===== src/rtl/syndrome_decoder.sv =====
// Syndrome decoder for a 12-bit codeword (7 data bits r0..r6, 5 parity bits r7..r11).
// Two-stage valid/ready pipeline: stage 1 captures the word and its syndrome,
// stage 2 holds the decoded data, the correction/uncorrectable flags and the raw
// syndrome. Two saturating counters track corrected and uncorrectable words as
// they leave the block.
//
// Ports:
//   clk, rst_n          clock, synchronous active-low reset
//   in_valid/in_ready   input handshake, in_code = received codeword
//   out_valid/out_ready output handshake
//   out_data            decoded data bits
//   out_corrected       a single bit was corrected
//   out_uncorr          error detected but not correctable
//   out_syndrome        raw syndrome s4..s0
//   clr_cnt             synchronous clear of both counters
//   cnt_corr/cnt_uncorr saturating statistics counters
module syndrome_decoder #(
    parameter int unsigned CNT_W = 16
) (
    input  logic             clk,
    input  logic             rst_n,
    input  logic             in_valid,
    output logic             in_ready,
    input  logic [11:0]      in_code,
    output logic             out_valid,
    input  logic             out_ready,
    output logic [6:0]       out_data,
    output logic             out_corrected,
    output logic             out_uncorr,
    output logic [4:0]       out_syndrome,
    input  logic             clr_cnt,
    output logic [CNT_W-1:0] cnt_corr,
    output logic [CNT_W-1:0] cnt_uncorr
);

    localparam int unsigned CODE_W = 12;
    localparam int unsigned DATA_W = 7;
    localparam int unsigned SYN_W  = 5;

    logic              adv;
    logic              in_hs;
    logic              out_hs;
    logic [SYN_W-1:0]  syn_c;

    logic              s1_valid;
    logic [CODE_W-1:0] s1_code;
    logic [SYN_W-1:0]  s1_syn;

    logic [DATA_W-1:0] dec_data_c;
    logic              dec_corr_c;
    logic              dec_uncorr_c;

    // Both stages move together whenever the output slot is free or draining.
    assign adv      = !out_valid || out_ready;
    assign in_ready = adv;
    assign in_hs    = in_valid && adv;
    assign out_hs   = out_valid && out_ready;

    // Syndrome of the incoming word.
    always_comb begin
        syn_c    = '0;
        syn_c[0] = in_code[7]  ^ in_code[0] ^ in_code[1] ^ in_code[5] ^ in_code[6];
        syn_c[1] = in_code[8]  ^ in_code[0] ^ in_code[2] ^ in_code[4] ^ in_code[5];
        syn_c[2] = in_code[9]  ^ in_code[0] ^ in_code[1] ^ in_code[3] ^ in_code[5] ^ in_code[6];
        syn_c[3] = in_code[10] ^ in_code[0] ^ in_code[1] ^ in_code[3] ^ in_code[5] ^ in_code[6];
        syn_c[4] = in_code[11] ^ in_code[1] ^ in_code[3] ^ in_code[5] ^ in_code[6];
    end

    // Classify the stage-1 syndrome. Parity-bit hits only raise the flag; data
    // is untouched. Ambiguous patterns (00010, 11101) fall into the default.
    always_comb begin
        dec_data_c   = s1_code[DATA_W-1:0];
        dec_corr_c   = 1'b0;
        dec_uncorr_c = 1'b0;
        case (s1_syn)
            5'b00000: ;
            5'b01111: begin
                dec_data_c[0] = ~s1_code[0];
                dec_corr_c    = 1'b1;
            end
            5'b11100: begin
                dec_data_c[3] = ~s1_code[3];
                dec_corr_c    = 1'b1;
            end
            5'b11111: begin
                dec_data_c[5] = ~s1_code[5];
                dec_corr_c    = 1'b1;
            end
            5'b00001, 5'b00100, 5'b01000, 5'b10000: dec_corr_c = 1'b1;
            default: dec_uncorr_c = 1'b1;
        endcase
    end

    // Stage 1: captured codeword and syndrome.
    always_ff @(posedge clk) begin
        if (!rst_n) begin
            s1_valid <= 1'b0;
            s1_code  <= '0;
            s1_syn   <= '0;
        end else if (adv) begin
            s1_valid <= in_hs;
            s1_code  <= in_code;
            s1_syn   <= syn_c;
        end
    end

    // Stage 2: decoded output word.
    always_ff @(posedge clk) begin
        if (!rst_n) begin
            out_valid     <= 1'b0;
            out_data      <= '0;
            out_corrected <= 1'b0;
            out_uncorr    <= 1'b0;
            out_syndrome  <= '0;
        end else if (adv) begin
            out_valid     <= s1_valid;
            out_data      <= dec_data_c;
            out_corrected <= dec_corr_c;
            out_uncorr    <= dec_uncorr_c;
            out_syndrome  <= s1_syn;
        end
    end

    // Saturating statistics counters; clear has priority over counting.
    always_ff @(posedge clk) begin
        if (!rst_n) begin
            cnt_corr   <= '0;
            cnt_uncorr <= '0;
        end else if (clr_cnt) begin
            cnt_corr   <= '0;
            cnt_uncorr <= '0;
        end else begin
            if (out_hs && out_corrected && (cnt_corr != '1)) begin
                cnt_corr <= cnt_corr + CNT_W'(1);
            end
            if (out_hs && out_uncorr && (cnt_uncorr != '1)) begin
                cnt_uncorr <= cnt_uncorr + CNT_W'(1);
            end
        end
    end

endmodule


===== config.mk =====
export PLATFORM = sky130hd
export DESIGN_NAME = syndrome_decoder
export DESIGN_NICKNAME = d
export VERILOG_FILES = /design/src/rtl/syndrome_decoder.sv
export SDC_FILE = /design/constraint.sdc
export NUM_CORES = 1
export LEC_CHECK = 0
export CAP_MARGIN = 20
export CORE_UTILIZATION = 52
export CTS_CLUSTER_DIAMETER = 200
export DETAILED_ROUTE_END_ITERATION = 10
export PLACE_DENSITY = 0.94
export SETUP_SLACK_MARGIN = 0.3
export SLEW_MARGIN = 20
export SYNTH_ARGS = -nofsm -noshare
export SYNTH_HDL_FRONTEND = slang
export SYNTH_SLANG_ARGS = --single-unit

===== constraint.sdc =====
create_clock -name clk -period 4.8 [get_ports clk]
set_input_delay 0.96 -clock clk [delete_from_list [all_inputs] [get_ports clk]]
set_output_delay 0.96 -clock clk [all_outputs]
set_load 0.005 [all_outputs]

## Word-level counts from Yosys, hierarchy flattened

Index checks and enable logic that the tools add are counted.

- Logic and storage cells: 64
- Output and inout port bits: 48
- Input port bits: 17
- Memories: 0
- Memory bits (read-only): 0
- Latch bits: 0
- Register bits: 60
- Bits in writable memories: 0

- Divide/modulo/power cells: 0
- Multiplexer cells: 5
- Add/subtract/negate cells: 2
- Magnitude comparators: 0
- $mul: 0
- Shift-type cells: 0
- Reductions and logical operators: 12
- Bitwise logic cells: 26
- Eq/ne operators: 9

Operators by type and width:

| cell | count |
|---|---|
| 16-bit by 1-bit adder with 16-bit output (second input constant) | 2 |
| 16-bit != test (second input constant) | 2 |
| 1-bit bitwise XOR | 22 |
| 5-bit == test (second input constant) | 3 |
| 5-bit by 4-bit == test with 1-bit output (second input constant) | 2 |
| 8-bit OR reduction | 1 |
| 7-bit OR reduction | 1 |
| 1-bit logical AND | 6 |
| 5-bit by 1-bit == test with 1-bit output (second input constant) | 1 |
| 5-bit by 3-bit == test with 1-bit output (second input constant) | 1 |
| 5-bit zero test | 1 |
| 1-bit 2-to-1 mux | 5 |
| 1-bit inverter | 4 |
| 2-bit OR reduction | 1 |
| 1-bit zero test | 1 |
| 1-bit logical OR | 1 |

## Longest topological paths before layout

- Word-level depth: 5
- Gate-level depth with buffers: 7
- Gate-level depth less buffers: 5

## Worst setup path before layout

Ideal clock, no wire load.

- Path type: input port to output port
- Start point: input out_ready
- End point: output in_ready
- Buffers on the path: 1
- Data required time: 3,840 ps
- Setup slack: 2,369 ps
- Stages on the path: 3
- Arrival time: 1,471 ps
- Cell sequence: nor2b_1 > clkinv_1 > clkbuf_1

- Cells in the longest elaborated chain, start to end: 1

RTL lines:

| what | RTL line | text |
|---|---|---|
| start: declaration | 26 | `input logic out_ready,` |
| 1-bit logical OR | 54 | `assign adv = !out_valid \|\| out_ready;` |
| end: declaration | 23 | `output logic in_ready,` |

Every way passes these cells.

## Final worst setup path

Same ends and word-level chain as after synthesis.

==> impl_metrics.py <==
metrics = {
    "synthesis": {
        "synth_nets": 374,
        "ys_warn_count": 0,
        "yosysTopAreaCellShare": 0.402,
        "synth_edf_count": 0,
        "ys_ff_latch": 60,
        "yosys-top-cells-area": "dfxtp_1 (40%), nand2_1 (7.5%), a21oi_1 (6.0%)",
        "yosysSeqAreaShare": 0.402,
        "yosysTopAreaCell": "dfxtp_1",
        "syn_area_um2": 2990,
        "synth_commonest_cells": "dfxtp_1 (60), nand2_1 (60), a21oi_1 (36)",
        "synthCells": 355,
        "synthFlopType": "dfxtp_1",
        "syn_area_per_cell_um2": 8.42,
        "synth_cell_types": 55,
        "async_flop_share": 0,
    },
    "clocking": {
        "cts.repair.resized": 0,
        "clkTransAtPathRegs_ns": 0.06,
        "cts_buffer_depth": 2,
        "numCtsBuffers": 9,
        "numClockSinks": 60,
        "cts_setup_buffers": 0,
        "hold_buffers": 0,
        "tritoncts": "yes",
        "root_buffer": "clkbuf_8",
        "h-tree-depth": 3,
        "clk_latency_ns": 0.34,
    },
    "finish": {
        "stdcell_count": 489,
        "layout.nets": 431,
        "syn_to_final_growth_pct": 26.6,
        "drive_gt1_frac": 0.0695,
        "diodes": 0,
    },
    "detailed_routing": {
        "ant_nets": 0,
        "drtIter0Drc": 224,
        "drcViolationCount": 0,
        "via_count": 2892,
        "finalWirelength_um": 7110,
        "wl_per_cell_um": 14.5,
        "vias_per_cell": 5.91,
        "firstDrtPassIters": 5,
    },
    "global_routing": {
        "grt_overflow_total": 0,
        "grt_max_degree": 34,
        "antenna_found_initial": 0,
        "grt_first_pass_wirelength_um": 11800,
        "grtUsageTotal": 0.247,
        "grt_pass1_vias": 2596,
    },
    "outcome": {
        "status": "complete, no violations",
    },
    "floorplanning": {
        "core_area_um2": 5510,
        "chipHeight_um": 77.8,
        "die_w_um": 77.8,
        "die_area_um2": 6060,
        "rows": 27,
        "num_io_pins": 65,
        "start_util": 0.543,
    },
    "timing": {
        "rsz0062_at_grt": "false",
        "setup_violations": 0,
        "period_needed_ns": 3.38,
        "finalWorstSetupSlack_ns": 1.42,
        "finalCritPeriodShare": 0.704,
        "hold_viol_final": 0,
        "worst_pin_slew_ns": 0.890,
        "finalClockSkew_ns": 0.00655,
        "slew_headroom": 0.407,
        "maxSlewViolCount": 0,
        "fin_setup_tns_ns": 0,
        "maxClockFrequency_ghz": 0.296,
    },
    "critical_path": {
        "critPathKind": "in2out",
        "r2r_setup_slack_ns": 3.03,
        "slowest_stage": "clkdlybuf4s50_1",
        "startpoint_type": "primary input",
        "cp_slowest_stage_delay_ns": 0.49,
        "cp.arrival_ns": 2.42,
        "cp_top_family": "buffers and inverters",
        "setup.worst_path.end_class": "primary output",
        "path_common_cell": "clkdlybuf4s50_1",
        "cp.required_ns": 3.84,
        "crit_chain": "clkdlybuf4s50_1 -> nor2b_1 -> buf_4 -> clkinv_1 -> clkdlybuf4s50_1",
        "critPathMaxFanout": 21,
        "cp.buffers_inverters": 4,
    },
    "pwr": {
        "power.leakage_nw": 1.32,
        "p_per_area_nw_per_um2": 283,
        "finalPower_w": 0.00107,
        "vdd_drop_max_mv": 0.200,
    },
    "min_path": {
        "min_path_type": "reg2reg",
    },
    "placement": {
        "dpl.hpwl_um": 4940,
        "post-place-cells": 473,
        "dp_slack_ns": 1.43,
        "place.port_buffers": 64,
        "gp_congestion": 0.790,
    },
    "run": {
        "cap_violations": 0,
    },
}
## layout by cell type (no fill, tap or decap), types with 3 or more instances in the layout
master,netlist,routed
a21oi_1,36,36
clkbuf_1,11,4
xnor2_1,9,9
xor2_1,6,6
nand2_1,60,60
nand2b_1,4,4
o21ai_0,12,12
clkdlybuf4s50_1,0,64
dfxtp_1,60,60
nor2_1,10,10
inv_1,6,6
or4_1,6,6
nor3_1,5,5
o22ai_1,3,3
a31oi_1,7,7
and4_1,8,8
nand3_1,11,11
buf_4,2,4
a21oi_2,3,3
o21ai_1,4,4
or3_1,9,9
and3_1,8,8
a41o_1,3,3
and2_1,3,3
o31ai_1,9,9
nand4_1,13,13
mux2i_1,5,5
clkbuf_8,0,10
## tightest hold or removal path: stages, from the launching register on
cell and delay [ns]:
dfxtp_1 0.31, nand2_1 0.05, a21oi_1 0.05
## routing by layer
metal	up-vias	wire length, µm	track usage
met1	1351	3020	0.301
li1	1420	-	-
met3	11	425	0.0459
met2	110	3560	0.415
met5	-	0	0
met4	0	101	0.119
## state kept, by name, summed over array words and instances (netlist names), 5 cells and up
name and flops:
cnt_uncorr 16, out_data 7, out_syndrome 5, s1_code 7, cnt_corr 16, s1_syn 5
## power by group
| group | switching, W | internal, W |
|---|---|---|
| sequential | 0.0000287 | 0.000522 |
| clock | 0.000187 | 0.000200 |
| combinational | 0.0000589 | 0.0000749 |
## metrics by stage
stage,cell area (µm²),util,hold slack (ns)
detailed placement,3620,0.658,0.447
finish,3780,0.687,0.455
global route,3780,0.687,0.481
global placement,3620,0.658,0.438
floorplan,2990,-,0.432
CTS,3780,0.687,0.455
## path summary, 6_finish.rpt
path                       from            end  depth (start not counted)
setup / recovery      out_ready       in_ready                          5
hold / removal       s1_code[2]     s1_code[2]                          2
setup reg to reg  cnt_uncorr[0]  cnt_uncorr[9]                          6
hold reg to reg      s1_code[2]     s1_code[2]                          2
## cells by family (layout without fill, tap and decap cells)
family,Yosys count,count (layout),share of synthesized area
flops,60,60,0.402
simple gates,151,151,0.275
xor+xnor,17,17,0.0573
buf+inv,29,91,0.0515
mux,5,5,0.0167
fa+ha+maj,2,2,0.00837
compound gates,91,91,0.190
## area by class of cell
class / count / area (µm²)
fillers: 427 / 1720
multi-input cells: 266 / 1630
flip-flops and latches: 60 / 1200
repair buffers: 68 / 671
clock buffers: 14 / 153
well taps: 72 / 90.1
inverters: 7 / 26.3
clock inverters: 2 / 10.0
Power figures use the tool's default switching activity.
